## src/rtl/multicycle_controller_pkg.sv

```systemverilog
// Shared encodings for the multicycle controller: FSM states, opcode
// groups, function fields and datapath select encodings.
package multicycle_controller_pkg;

    // Controller FSM states.
    typedef enum logic [2:0] {
        ST_FETCH     = 3'd0,
        ST_DECODE    = 3'd1,
        ST_EXEC      = 3'd2,
        ST_MEMACC    = 3'd3,
        ST_WRITEBACK = 3'd4
    } state_t;

    // Instruction classes recovered from the opcode high bits.
    typedef enum logic [2:0] {
        IT_REG    = 3'd0,
        IT_IMM    = 3'd1,
        IT_MEM    = 3'd2,
        IT_BRANCH = 3'd3,
        IT_SHIFT  = 3'd4,
        IT_JUMP   = 3'd5,
        IT_UNDEF  = 3'd6
    } itype_t;

    // Opcode group prefixes (compared against instruction[5:4], [5:3], [5:2]).
    localparam logic [1:0] OPC_REG    = 2'b00;
    localparam logic [1:0] OPC_IMM    = 2'b01;
    localparam logic [2:0] OPC_MEM    = 3'b100;
    localparam logic [2:0] OPC_BRANCH = 3'b101;
    localparam logic [2:0] OPC_SHIFT  = 3'b110;
    localparam logic [3:0] OPC_JUMP   = 4'b1110;
    localparam logic [3:0] OPC_UNDEF  = 4'b1111;

    // Memory function field instruction[2:1]; 2'b1x is a no-op.
    localparam logic [1:0] MEM_FN_LDM = 2'b00;
    localparam logic [1:0] MEM_FN_STM = 2'b01;

    // Branch function field instruction[2:1].
    localparam logic [1:0] BR_FN_BZ  = 2'b00;
    localparam logic [1:0] BR_FN_BC  = 2'b01;
    localparam logic [1:0] BR_FN_BNZ = 2'b10;
    localparam logic [1:0] BR_FN_BNC = 2'b11;

    // PC source select.
    localparam logic [1:0] PC_SRC_PLUS1  = 2'b00;
    localparam logic [1:0] PC_SRC_OFFSET = 2'b01;
    localparam logic [1:0] PC_SRC_CONST  = 2'b10;

    // Register-file write source select.
    localparam logic [1:0] RF_SEL_ALU     = 2'b00;
    localparam logic [1:0] RF_SEL_MEMORY  = 2'b01;
    localparam logic [1:0] RF_SEL_SHIFTER = 2'b10;

    // Classify an opcode from its top four bits (instruction[5:2]).
    function automatic itype_t decode_opcode(input logic [3:0] op_hi);
        itype_t kind;
        if (op_hi[3:2] == OPC_REG) begin
            kind = IT_REG;
        end else if (op_hi[3:2] == OPC_IMM) begin
            kind = IT_IMM;
        end else if (op_hi[3:1] == OPC_MEM) begin
            kind = IT_MEM;
        end else if (op_hi[3:1] == OPC_BRANCH) begin
            kind = IT_BRANCH;
        end else if (op_hi[3:1] == OPC_SHIFT) begin
            kind = IT_SHIFT;
        end else if (op_hi == OPC_JUMP) begin
            kind = IT_JUMP;
        end else begin
            kind = IT_UNDEF;
        end
        return kind;
    endfunction

endpackage

```

## src/rtl/multicycle_controller_branch_cond.sv

```systemverilog
// Branch condition evaluation on the architectural flag registers.
module branch_cond
    import multicycle_controller_pkg::*;
(
    input  logic [1:0] fn,
    input  logic       c,
    input  logic       z,
    output logic       taken
);

    // Select the flag test named by the branch function field.
    always_comb begin
        taken = 1'b0;
        case (fn)
            BR_FN_BZ:  taken = z;
            BR_FN_BC:  taken = c;
            BR_FN_BNZ: taken = ~z;
            BR_FN_BNC: taken = ~c;
            default:   taken = 1'b0;
        endcase
    end

endmodule

```

## src/rtl/multicycle_controller.sv

```systemverilog
// Multicycle CPU control unit: FETCH/DECODE/EXEC/MEMACC/WRITEBACK FSM that
// sequences the datapath enables and owns the carry/zero flag registers.
// Outputs are decoded from the current state (plus mem_ready for handshake
// completion) and forced low while reset is asserted.
module multicycle_controller
    import multicycle_controller_pkg::*;
(
    input  logic       clk,
    input  logic       rst,
    input  logic [5:0] instruction,
    input  logic       c_alu,
    input  logic       z_alu,
    input  logic       mem_ready,
    output logic       ir_write,
    output logic       mdr_write,
    output logic       pc_write,
    output logic [1:0] pc_src,
    output logic [2:0] alu_op,
    output logic       sel_ALUScr_const,
    output logic       MemRead,
    output logic       MemWrite,
    output logic [1:0] rf_in_sel,
    output logic       RegisterFileWriteEn,
    output logic       sel_RegisterFileReadReg2_rd,
    output logic       sel_Cin_shifter,
    output logic       c,
    output logic       z
);

    state_t     state_r;
    state_t     state_next_s;
    itype_t     itype_s;
    logic [1:0] fn_s;
    logic       is_ldm_s;
    logic       is_stm_s;
    logic       branch_taken_s;
    logic       flag_load_s;

    // Instruction is stable from DECODE onward, so decode it continuously.
    assign itype_s  = decode_opcode(instruction[5:2]);
    assign fn_s     = instruction[2:1];
    assign is_ldm_s = (fn_s == MEM_FN_LDM);
    assign is_stm_s = (fn_s == MEM_FN_STM);

    branch_cond u_branch_cond (
        .fn    (fn_s),
        .c     (c),
        .z     (z),
        .taken (branch_taken_s)
    );

    // State register; reset returns to FETCH.
    always_ff @(posedge clk or posedge rst) begin
        if (rst) begin
            state_r <= ST_FETCH;
        end else begin
            state_r <= state_next_s;
        end
    end

    // Carry/zero flags load only when an ALU or shift instruction executes.
    always_ff @(posedge clk or posedge rst) begin
        if (rst) begin
            c <= 1'b0;
            z <= 1'b0;
        end else if (flag_load_s) begin
            c <= c_alu;
            z <= z_alu;
        end else begin
            c <= c;
            z <= z;
        end
    end

    // Next-state and control outputs; everything defaults low each cycle.
    always_comb begin
        state_next_s                = state_r;
        flag_load_s                 = 1'b0;
        ir_write                    = 1'b0;
        mdr_write                   = 1'b0;
        pc_write                    = 1'b0;
        pc_src                      = PC_SRC_PLUS1;
        alu_op                      = 3'b000;
        sel_ALUScr_const            = 1'b0;
        MemRead                     = 1'b0;
        MemWrite                    = 1'b0;
        rf_in_sel                   = RF_SEL_ALU;
        RegisterFileWriteEn         = 1'b0;
        sel_RegisterFileReadReg2_rd = 1'b0;
        sel_Cin_shifter             = 1'b0;

        if (rst) begin
            // Reset silences every strobe, including the FETCH read.
            state_next_s = ST_FETCH;
        end else begin
            case (state_r)
                ST_FETCH: begin
                    MemRead = 1'b1;
                    if (mem_ready) begin
                        ir_write     = 1'b1;
                        pc_write     = 1'b1;
                        pc_src       = PC_SRC_PLUS1;
                        state_next_s = ST_DECODE;
                    end else begin
                        state_next_s = ST_FETCH;
                    end
                end

                ST_DECODE: begin
                    case (itype_s)
                        IT_JUMP: begin
                            pc_write     = 1'b1;
                            pc_src       = PC_SRC_CONST;
                            state_next_s = ST_FETCH;
                        end
                        IT_UNDEF: begin
                            state_next_s = ST_FETCH;
                        end
                        default: begin
                            state_next_s = ST_EXEC;
                        end
                    endcase
                end

                ST_EXEC: begin
                    case (itype_s)
                        IT_REG: begin
                            alu_op       = instruction[2:0];
                            flag_load_s  = 1'b1;
                            state_next_s = ST_WRITEBACK;
                        end
                        IT_IMM: begin
                            alu_op           = instruction[2:0];
                            sel_ALUScr_const = 1'b1;
                            flag_load_s      = 1'b1;
                            state_next_s     = ST_WRITEBACK;
                        end
                        IT_SHIFT: begin
                            sel_Cin_shifter = 1'b1;
                            flag_load_s     = 1'b1;
                            state_next_s    = ST_WRITEBACK;
                        end
                        IT_MEM: begin
                            // ALU forms the address from register + constant.
                            sel_ALUScr_const = 1'b1;
                            if (is_ldm_s || is_stm_s) begin
                                state_next_s = ST_MEMACC;
                            end else begin
                                state_next_s = ST_FETCH;
                            end
                        end
                        IT_BRANCH: begin
                            if (branch_taken_s) begin
                                pc_write = 1'b1;
                                pc_src   = PC_SRC_OFFSET;
                            end else begin
                                pc_write = 1'b0;
                            end
                            state_next_s = ST_FETCH;
                        end
                        default: begin
                            state_next_s = ST_FETCH;
                        end
                    endcase
                end

                ST_MEMACC: begin
                    // Address stays selected for the whole access.
                    sel_ALUScr_const = 1'b1;
                    if (is_ldm_s) begin
                        MemRead = 1'b1;
                        if (mem_ready) begin
                            mdr_write    = 1'b1;
                            state_next_s = ST_WRITEBACK;
                        end else begin
                            state_next_s = ST_MEMACC;
                        end
                    end else begin
                        // Store data comes from rd through read port 2.
                        MemWrite                    = 1'b1;
                        sel_RegisterFileReadReg2_rd = 1'b1;
                        if (mem_ready) begin
                            state_next_s = ST_FETCH;
                        end else begin
                            state_next_s = ST_MEMACC;
                        end
                    end
                end

                ST_WRITEBACK: begin
                    RegisterFileWriteEn = 1'b1;
                    case (itype_s)
                        IT_SHIFT: rf_in_sel = RF_SEL_SHIFTER;
                        IT_MEM:   rf_in_sel = RF_SEL_MEMORY;
                        default:  rf_in_sel = RF_SEL_ALU;
                    endcase
                    state_next_s = ST_FETCH;
                end

                default: begin
                    state_next_s = ST_FETCH;
                end
            endcase
        end
    end

endmodule

```

## config.mk

```make
export PLATFORM = sky130hd
export DESIGN_NAME = multicycle_controller
export DESIGN_NICKNAME = d
export VERILOG_FILES = /design/src/rtl/multicycle_controller_pkg.sv /design/src/rtl/multicycle_controller_branch_cond.sv /design/src/rtl/multicycle_controller.sv
export SDC_FILE = /design/constraint.sdc
export NUM_CORES = 1
export LEC_CHECK = 0
export ABC_CLOCK_PERIOD_IN_PS = 2300
export CAP_MARGIN = 20
export CORE_AREA = 2 2 39 41
export CTS_CLUSTER_SIZE = 12
export DETAILED_ROUTE_END_ITERATION = 8
export DIE_AREA = 0 0 41 43
export DONT_BUFFER_PORTS = 1
export GPL_TIMING_DRIVEN = 0
export PLACE_DENSITY_LB_ADDON = 0.08
export SLEW_MARGIN = 10
export SYNTH_ARGS = -nofsm -noshare
export SYNTH_HDL_FRONTEND = slang
export SYNTH_HIERARCHICAL = 1
export SYNTH_SLANG_ARGS = --single-unit
export TNS_END_PERCENT = 100
```

## constraint.sdc

```tcl
create_clock -name clk -period 2.3 [get_ports clk]
set_input_delay 0.69 -clock clk [delete_from_list [all_inputs] [get_ports clk]]
set_output_delay 0.69 -clock clk [all_outputs]
set_load 0.05 [all_outputs]
```

**Word-level counts from Yosys, hierarchy flattened**

Cells that the tools add are included.

- Register bits: 5
- Input bits: 11

- Equal/unequal tests: 18
- Reductions and logical operators: 9
- Bitwise operators: 2
- Multiplexer cells: 55

Operators by type and width:

| operator | number |
|---|---|
| $mux W3 | 10 |
| $mux W1 | 28 |
| $eq A3 B3 Y1 const B | 7 |
| $mux W2 | 9 |
| $eq A3 B2 Y1 const B | 4 |
| $pmux W3 S4 | 1 |
| $pmux W2 S2 | 2 |
| $eq A3 B1 Y1 const B | 2 |
| $logic_not A3 Y1 | 2 |
| $pmux W3 S2 | 1 |
| $reduce_or A2 Y1 | 3 |
| $eq A2 B1 Y1 const B | 2 |
| $eq A2 B2 Y1 const B | 2 |
| $eq A4 B4 Y1 const B | 1 |
| $logic_not A2 Y1 | 2 |
| $pmux W1 S2 | 2 |
| $pmux W1 S4 | 1 |
| $pmux W1 S3 | 1 |
| $reduce_or A3 Y1 | 1 |
| $not A1 Y1 | 2 |
| $logic_or A1 B1 Y1 | 1 |

**Depth between registers and ports, before layout**

Gate-level depths: netlist of run 1.

- Depth in word-level cells: 12
- Depth in mapped cells: 5
- Mapped depth without buffers: 5

**Cells and area by module**

Netlist of run 1, hierarchy kept.

By module, submodules not included:

| module | seq. area each (sq um) | instances | area each (sq um) | cells each |
|---|---|---|---|---|
| multicycle_controller | 125.1 | 1 | 457.9 | 55 |
| branch_cond | 0.0 | 1 | 18.8 | 2 |

**Worst setup path after synthesis of run 1**

Ideal clock, no wire load.

- Path kind: in2out
- From: input rst
- To: output sel_RegisterFileReadReg2_rd
- Slack: -1.124 ns
- Stages: 2
- Arrival time: 2.734 ns
- Cell sequence: nor4_1 buf_4

- Longest elaborated chain between the ends: 1

Ends and longest elaborated chain:

| element | RTL line | source |
|---|---|---|
| from (decl) | multicycle_controller.sv:9 | `input logic rst,` |
| $mux W1 | multicycle_controller.sv:92 | `if (rst) begin` |
| to (decl) | multicycle_controller.sv:24 | `output logic sel_RegisterFileReadReg2_rd,` |

Every way passes these cells.

**Worst setup path after layout of run 1**

- From: register state_r[2]
- To: output pc_src[1]

- Longest elaborated chain between the ends: 3
- Elaborated cells on any way between the ends: 4
- Classes of those cells: eq/ne: 2; mux: 2

Ends and longest elaborated chain:

| element | RTL line | source |
|---|---|---|
| from (decl) | multicycle_controller.sv:30 | `state_t state_r;` |
| from (signal assigned) | multicycle_controller.sv:57 | `state_r <= state_next_s;` |
| $eq A3 B2 Y1 / $eq A3 B1 Y1 (equally long branches) | multicycle_controller.sv:96 | `case (state_r)` |
| $pmux W2 S2 (*) | multicycle_controller.sv:96 |  |
| $mux W2 (*) | multicycle_controller.sv:92 |  |
| to (decl) | multicycle_controller.sv:17 | `output logic [1:0] pc_src,` |

Mark *: on every way between the ends. The rest lies on a longest branch, timed or not.

==> out/qor.yml, run 1 <==
logic_synthesis:
  yosysMostFrequentCell: "nor2_1"
  yosys-top-cells-area: "dfrtp_1, and2_1, mux2_1, nor2_1, nor3_1"
  yosysWarnings: 6
  synth_area_per_cell_um2: 8.363
  ys_ff_latch: 5
  yosysSeqAreaShare: 0.2625
  synth_top_area_frac: 0.2625
  synth_cell_types: 30
  async_reset_ff_frac: 1.000
  ys.flop_type: "dfrtp_1"
  synthCells: 57
  synth_edf_count: 0
  synth.cell_area_um2: 476.7
  yosysTopAreaCell: "dfrtp_1"
  synthTopCellsByCount: "nor2_1, and2_1, dfrtp_1"
  syn_nets: 68
critical_path:
  reg2reg_slack_ps: 550
  crit_path_max_fanout: 6
  path_cells: "buf_6 > or3b_4 > nor4_4"
  worstSetupEndpointType: "output pin"
  arrival_ps: 1780
  startpoint_type: "flop"
  cp_num_buf_inv: 1
  worst_path_max_delay_cell: "nor4_4"
  worstSetupPathType: "flop to output pin"
  crit_required_ps: 1610
  path_delay_family: "simple AND/OR/NAND/NOR gates"
  critPathMaxStageDelay_ps: 620
status:
  violations: "negative setup slack"
  status: "complete, but fails checks"
sta:
  layout_setup_ws_ps: -165.9
  period_needed_ps: 2466
  fin_skew_ps: 0.8028
  slew_violations: 0
  max_slew_margin: 0.4660
  setup_viol: 9
  fmax_mhz: 405.5
  hold_ws_ps: 256.8
  fin_tns_setup_ps: -803.7
  fin_crit_sh: 1.072
  finalHoldViolCount: 0
  rsz0062_at_grt: "true"
  worstMarginPinSlew_ps: 795.0
clocking:
  tritoncts: "built"
  clock_path_buffers: 2
  clk_transition_reported_paths_ps: 40
  numCtsBuffers: 3
  htreeDepth: 1
  ctsHoldBuffers: 0
  clock_sinks: 5
  root_buffer: "clkbuf_4"
  clkLatencyLatePin_ps: 240
pwr:
  p_per_area_nw_per_um2: 495.3
  p_leak_uw: 0.0002857
  ir_worst_vdd_v: 0.0003813
routing:
  wl_per_cell_um: 15.49
  first_pass_iters: 3
  drt-total-wl_um: 1317
  num_vias: 490
  ant_nets: 0
  via_per_inst: 5.765
  drc: 0
  first_iter_violations: 7
floorplan:
  coreArea_um2: 1384
  dieArea_um2: 1763
  dieHeight_um: 43
  chipWidth_um: 41
  rows: 14
  start_util: 0.3445
  ios: 29
grt:
  grt_overflow: 0
  track_usage: 0.1646
  grt_pass1_vias: 478
  antenna_found_initial: 0
  grt_pass1_wl_um: 1945
  grt_max_degree: 10
placement:
  place_congestion: 0.7417
  dp_hpwl_um: 930.5
  io_buffers: 0
worst_hold_path:
  min_path_type: "input port to asynchronous set/reset pin"
final_layout:
  num_antenna_cells: 0
  fin_nets: 81
  layout-area-overhead-vs-synth_pct: 53.02
  drive_gt1_frac: 0.5942
flow_run:
  max-cap-violations: 0
-- area by class of cell --
| cell class | instances | area, um^2 |
|---|---|---|
| flip-flops and latches | 5 | 130.1 |
| multi-input cells | 47 | 457.9 |
| repair buffers | 8 | 60.06 |
| fillers | 128 | 654.4 |
| plain buffers | 3 | 27.53 |
| well taps | 16 | 20.02 |
| clock buffers | 4 | 26.28 |
| inverters | 2 | 7.507 |
-- kinds of logic after synthesis --
group	after synthesis	synth area share
simple gates	33	0.4383
compound gates	10	0.1601
flops	5	0.2625
buf+inv	5	0.05251
mux	3	0.06824
xor+xnor	1	0.01838
-- where the power goes --
| group | internal, uW | total [uW] | switching, uW | leakage [uW] |
|---|---|---|---|---|
| Sequential | 105 | 162 | 56.6 | 0.0000604 |
| Clock | 65.4 | 98.3 | 32.9 | 0.0000150 |
| Combinational | 41.7 | 101 | 59.7 | 0.000210 |
| Total | 212 | 361 | 149 | 0.000286 |
-- cell usage in the layout (no fill, tap or decap), types with 3 or more instances in the layout --
master,n
buf_4,8
nor2_4,3
dfrtp_2,4
and2_4,3
nor3_4,3
clkbuf_4,3
-- registers in the layout (all words and copies together) (netlist names) --
register  count
c             1
state_r       3
z             1
-- metal layers --
layer / GRT usage / wire length [um]
met5: 0 / 0
met2: 0.2438 / 670
met4: 0.1267 / 28
met3: 0.02618 / 67
met1: 0.2000 / 551
-- worst paths after layout --
kind / startpoint / endpoint / cells after the start
worst max-delay path: state_r[2] / pc_src[1] / 3
worst min-delay path: rst / state_r[2] / 1
worst max register to register: state_r[0] / c / 4
worst min register to register: z / z / 1
max in group asynchronous: rst / state_r[1] / 1
min in group clk: z_alu / z / 1
-- repair_timing --
item	4_1_cts	5_1_grt
setup endpoints to repair	14	13
resized for setup	21	1
buffers inserted	5	3
pin swaps	11	5
-- per-stage QoR --
stage	std cells	util	instance area, um^2	setup slack [ps]	power, uW
5_1_grt	85	0.5271	729.5	-233.9	386.8
3_5_place_dp	73	0.4123	570.5	-298.7	247.4
2_1_floorplan	57	-	550.5	-265.2	234.9
6_report	85	0.5271	729.5	-165.9	361.3
3_3_place_gp	73	0.4123	570.5	-294.3	248.1
4_1_cts	82	0.5090	704.4	-185.5	364.5
Note: power is estimated with default switching activity, not from simulation.
==> run 2: changes to the inputs <==
--- a/config.mk
+++ b/config.mk
@@ -14,6 +14,7 @@
 export DONT_BUFFER_PORTS = 1
 export GPL_TIMING_DRIVEN = 0
 export PLACE_DENSITY_LB_ADDON = 0.08
+export RECOVER_POWER = 50
 export SLEW_MARGIN = 10
 export SYNTH_ARGS = -nofsm -noshare
 export SYNTH_HDL_FRONTEND = slang
==> results of run 2 <==
The final DEF is identical to that of run 1; final timing and power are the same.
==> run 3: changes to the inputs <==
--- a/config.mk
+++ b/config.mk
@@ -18,6 +18,5 @@
 export SLEW_MARGIN = 10
 export SYNTH_ARGS = -nofsm -noshare
 export SYNTH_HDL_FRONTEND = slang
-export SYNTH_HIERARCHICAL = 1
 export SYNTH_SLANG_ARGS = --single-unit
 export TNS_END_PERCENT = 100
==> out/qor.yml, run 3 <==
final_layout:
  num_antenna_cells: 0  # unchanged
  post-route-util: 0.5362  # +0.009041
  layout_commonest_cell: "buf_4"
  layout-area-overhead-vs-synth_pct: 49.37
  drive_gt1_frac: 0.5882  # -0.005968
  largest_reg_flops: 3  # unchanged
  largestRegisters: "state_r: 3 flops, c: 1 flops, z: 1 flops"
  fillCellCount: 133  # +3.9%
  final_cell_mix: "buf_4, nor3_4"
  regMostFlops: "state_r"
  finalNonFillerCells: 84  # -1.2%
  fin_nets: 80  # -1.2%
placement:
  dp_cells: 77  # +5.5%
  dp_hpwl_um: 950.3  # +2.1%
  place_congestion: 0.7742  # +4.4%
  pre_cts_ws_ps: -364.6  # -65.85 ps
  io_buffers: 0  # unchanged
clocking:
  numCtsBuffers: 3  # unchanged
  clock_path_buffers: 2  # unchanged
  clk_transition_reported_paths_ps: 40  # about the same
  clkLatencyLatePin_ps: 240  # about the same
  tritoncts: "built"
  htreeDepth: 1  # unchanged
  clock_sinks: 5  # unchanged
  root_buffer: "clkbuf_4"
  ctsHoldBuffers: 0  # unchanged
worst_hold_path:
  min_path_type: "input port to asynchronous set/reset pin"
logic_synthesis:
  synth_area_per_cell_um2: 8.143  # -2.6%
  ys_ff_latch: 5  # unchanged
  synth_top_area_frac: 0.2519  # -0.01058
  async_reset_ff_frac: 1.000  # unchanged
  yosys.area_share.adder: 0  # unchanged
  yosysSeqAreaShare: 0.2519  # -0.01058
  syn_nets: 72  # +5.9%
  synth_edf_count: 0  # unchanged
  muxShareOfSynthArea: 0.06549  # -0.002750
  synthTopCellsByCount: "nor2_1, dfrtp_1, inv_1"
  synth_cell_types: 35  # +17%
  synthXorXnorAreaFrac: 0.01763  # -0.0007405
  synth-compound-area-share: 0.1763  # +0.01622
  synth_top_family_by_area: "simple AND/OR/NAND/NOR gates"
  yosysWarnings: 0  # -6
  yosysMostFrequentCell: "nor2_1"
  ys.flop_type: "dfrtp_1"
  synth.cell_area_um2: 496.7  # +4.2%
  synthCells: 61  # +7.0%
  synthSimpleGateAreaFrac: 0.3728  # -0.06552
  yosys-top-cells-area: "dfrtp_1, buf_6, mux2_1, nor2_1, a211oi_4"
  yosysTopAreaCell: "dfrtp_1"
routing:
  ant_nets: 0  # unchanged
  via_per_inst: 5.560  # -3.6%
  num_vias: 467  # -4.7%
  wl_per_cell_um: 15.05  # -2.9%
  first_iter_violations: 3  # -4
  drc: 0  # unchanged
  first_pass_iters: 4  # +1
  drt-total-wl_um: 1264  # -4.0%
critical_path:
  crit_path_max_fanout: 4  # -2
  crit_required_ps: 1610  # about the same
  worstSetupEndpointType: "output pin"
  startpoint_type: "input port"
  worstSetupPathType: "input port to output pin"
  arrival_ps: 1880  # +100 ps
sta:
  setup_viol: 10  # +1
  worstMarginPinSlew_ps: 904.1  # +109.1 ps
  period_needed_ps: 2573  # +107.3 ps
  finalHoldViolCount: 0  # unchanged
  max_slew_margin: 0.3951  # -0.07098
  fmax_mhz: 388.6  # -4.2%
  slew_violations: 0  # unchanged
  layout_setup_ws_ps: -273.2  # -107.3 ps
  rsz0062_at_grt: "true"
  fin_crit_sh: 1.119  # +0.04664
  fin_skew_ps: 3.808  # +3.005 ps
grt:
  grt_overflow: 0  # unchanged
  track_usage: 0.1672  # +0.002527
  antenna_found_initial: 0  # unchanged
  grt_max_degree: 11  # +1
  grt_pass1_wl_um: 2021  # +3.9%
  grt_pass1_vias: 471  # -1.5%
floorplan:
  dieHeight_um: 43  # unchanged
  ios: 29  # unchanged
  chipWidth_um: 41  # unchanged
  coreArea_um2: 1384  # unchanged
  rows: 14  # unchanged
  dieArea_um2: 1763  # unchanged
  start_util: 0.3590  # +0.01447
pwr:
  ir_worst_vdd_v: 0.0003035  # -20%
  p_per_area_nw_per_um2: 507.7  # +2.5%
  p_leak_uw: 0.0002721  # -4.7%
status:
  status: "complete, but fails checks"
  violations: "negative setup slack"
flow_run:
  max-cap-violations: 0  # unchanged
[run 3: per-stage QoR]
step                hold WS (ps)  instance area [um^2]  setup TNS [ps]  total power [uW]
floorplan                  477.0                 575.6           -1868             243.7
global placement           502.7                 595.6           -2431             256.9
detailed placement         501.2                 595.6           -2515             257.4
CTS                        246.1                 720.7           -1955             380.0
global route               247.2                 742.0           -2111             400.5
finish                     249.8                 742.0           -1738             376.7
[run 3: timing repair]
| action | CTS | global route |
|---|---|---|
| pin swaps | 9 | 7 |
| resized for setup | 13 | 10 |
| endpoints found under the setup margin | 14 | 16 |
| buffers inserted | 4 | 2 |
[run 3: layout make-up]
class | instances | area [um^2] | area share
Clock buffer | 4 | 26.28 | 0.03541
Inverter | 5 | 26.28 | 0.03541
Timing Repair Buffer | 6 | 52.55 | 0.07083
Sequential cell | 5 | 127.6 | 0.1720
Tap cell | 16 | 20.02 | 0.02698
Buffer | 2 | 22.52 | 0.03035
Multi-Input combinational cell | 46 | 466.7 | 0.6290
[run 3: worst max-delay path, stage by stage]
cell and delay (ps):
or3b_4 420, buf_4 160, buf_8 130, nor3b_4 490
[run 3: worst paths after layout]
path / end / from / slack [ps] / cells past startpoint
setup / recovery: pc_src[0] / rst / -270 / 4
hold / removal: state_r[1] / rst / 250 / 1
setup reg to reg: c / state_r[2] / 370 / 6
hold reg to reg: state_r[0] / state_r[2] / 710 / 2
max in group asynchronous: z / rst / 1840 / 1
min in group clk: z / z_alu / 590 / 1
[run 3: metal layers]
layer  vias to the layer above  share of wire  wire [um]  global-route usage
met5                         -              0          0                   0
met4                         0          0.012         15             0.09333
met3                         2          0.086        109             0.04712
met2                        19           0.52        651              0.2281
met1                       221           0.39        487              0.2285
li1                        225              -          -                   -
[run 3: kinds of logic (layout without fill, tap and decap cells)]
kind of cell | count (synthesis) | count (layout)
AOI/OAI and AO/OA | 11 | 11
xor gates and xnor gates | 1 | 1
buffers and inverters | 10 | 17
DFF | 5 | 5
muxes | 3 | 3
and+or+nand+nor | 31 | 31
[run 3: power by group]
group	leakage, uW	switching [uW]	total (uW)	internal, uW
clock network	0.0000150	33.0	98.4	65.4
registers	0.0000633	52.7	157	104
logic	0.000194	79.4	122	42.2
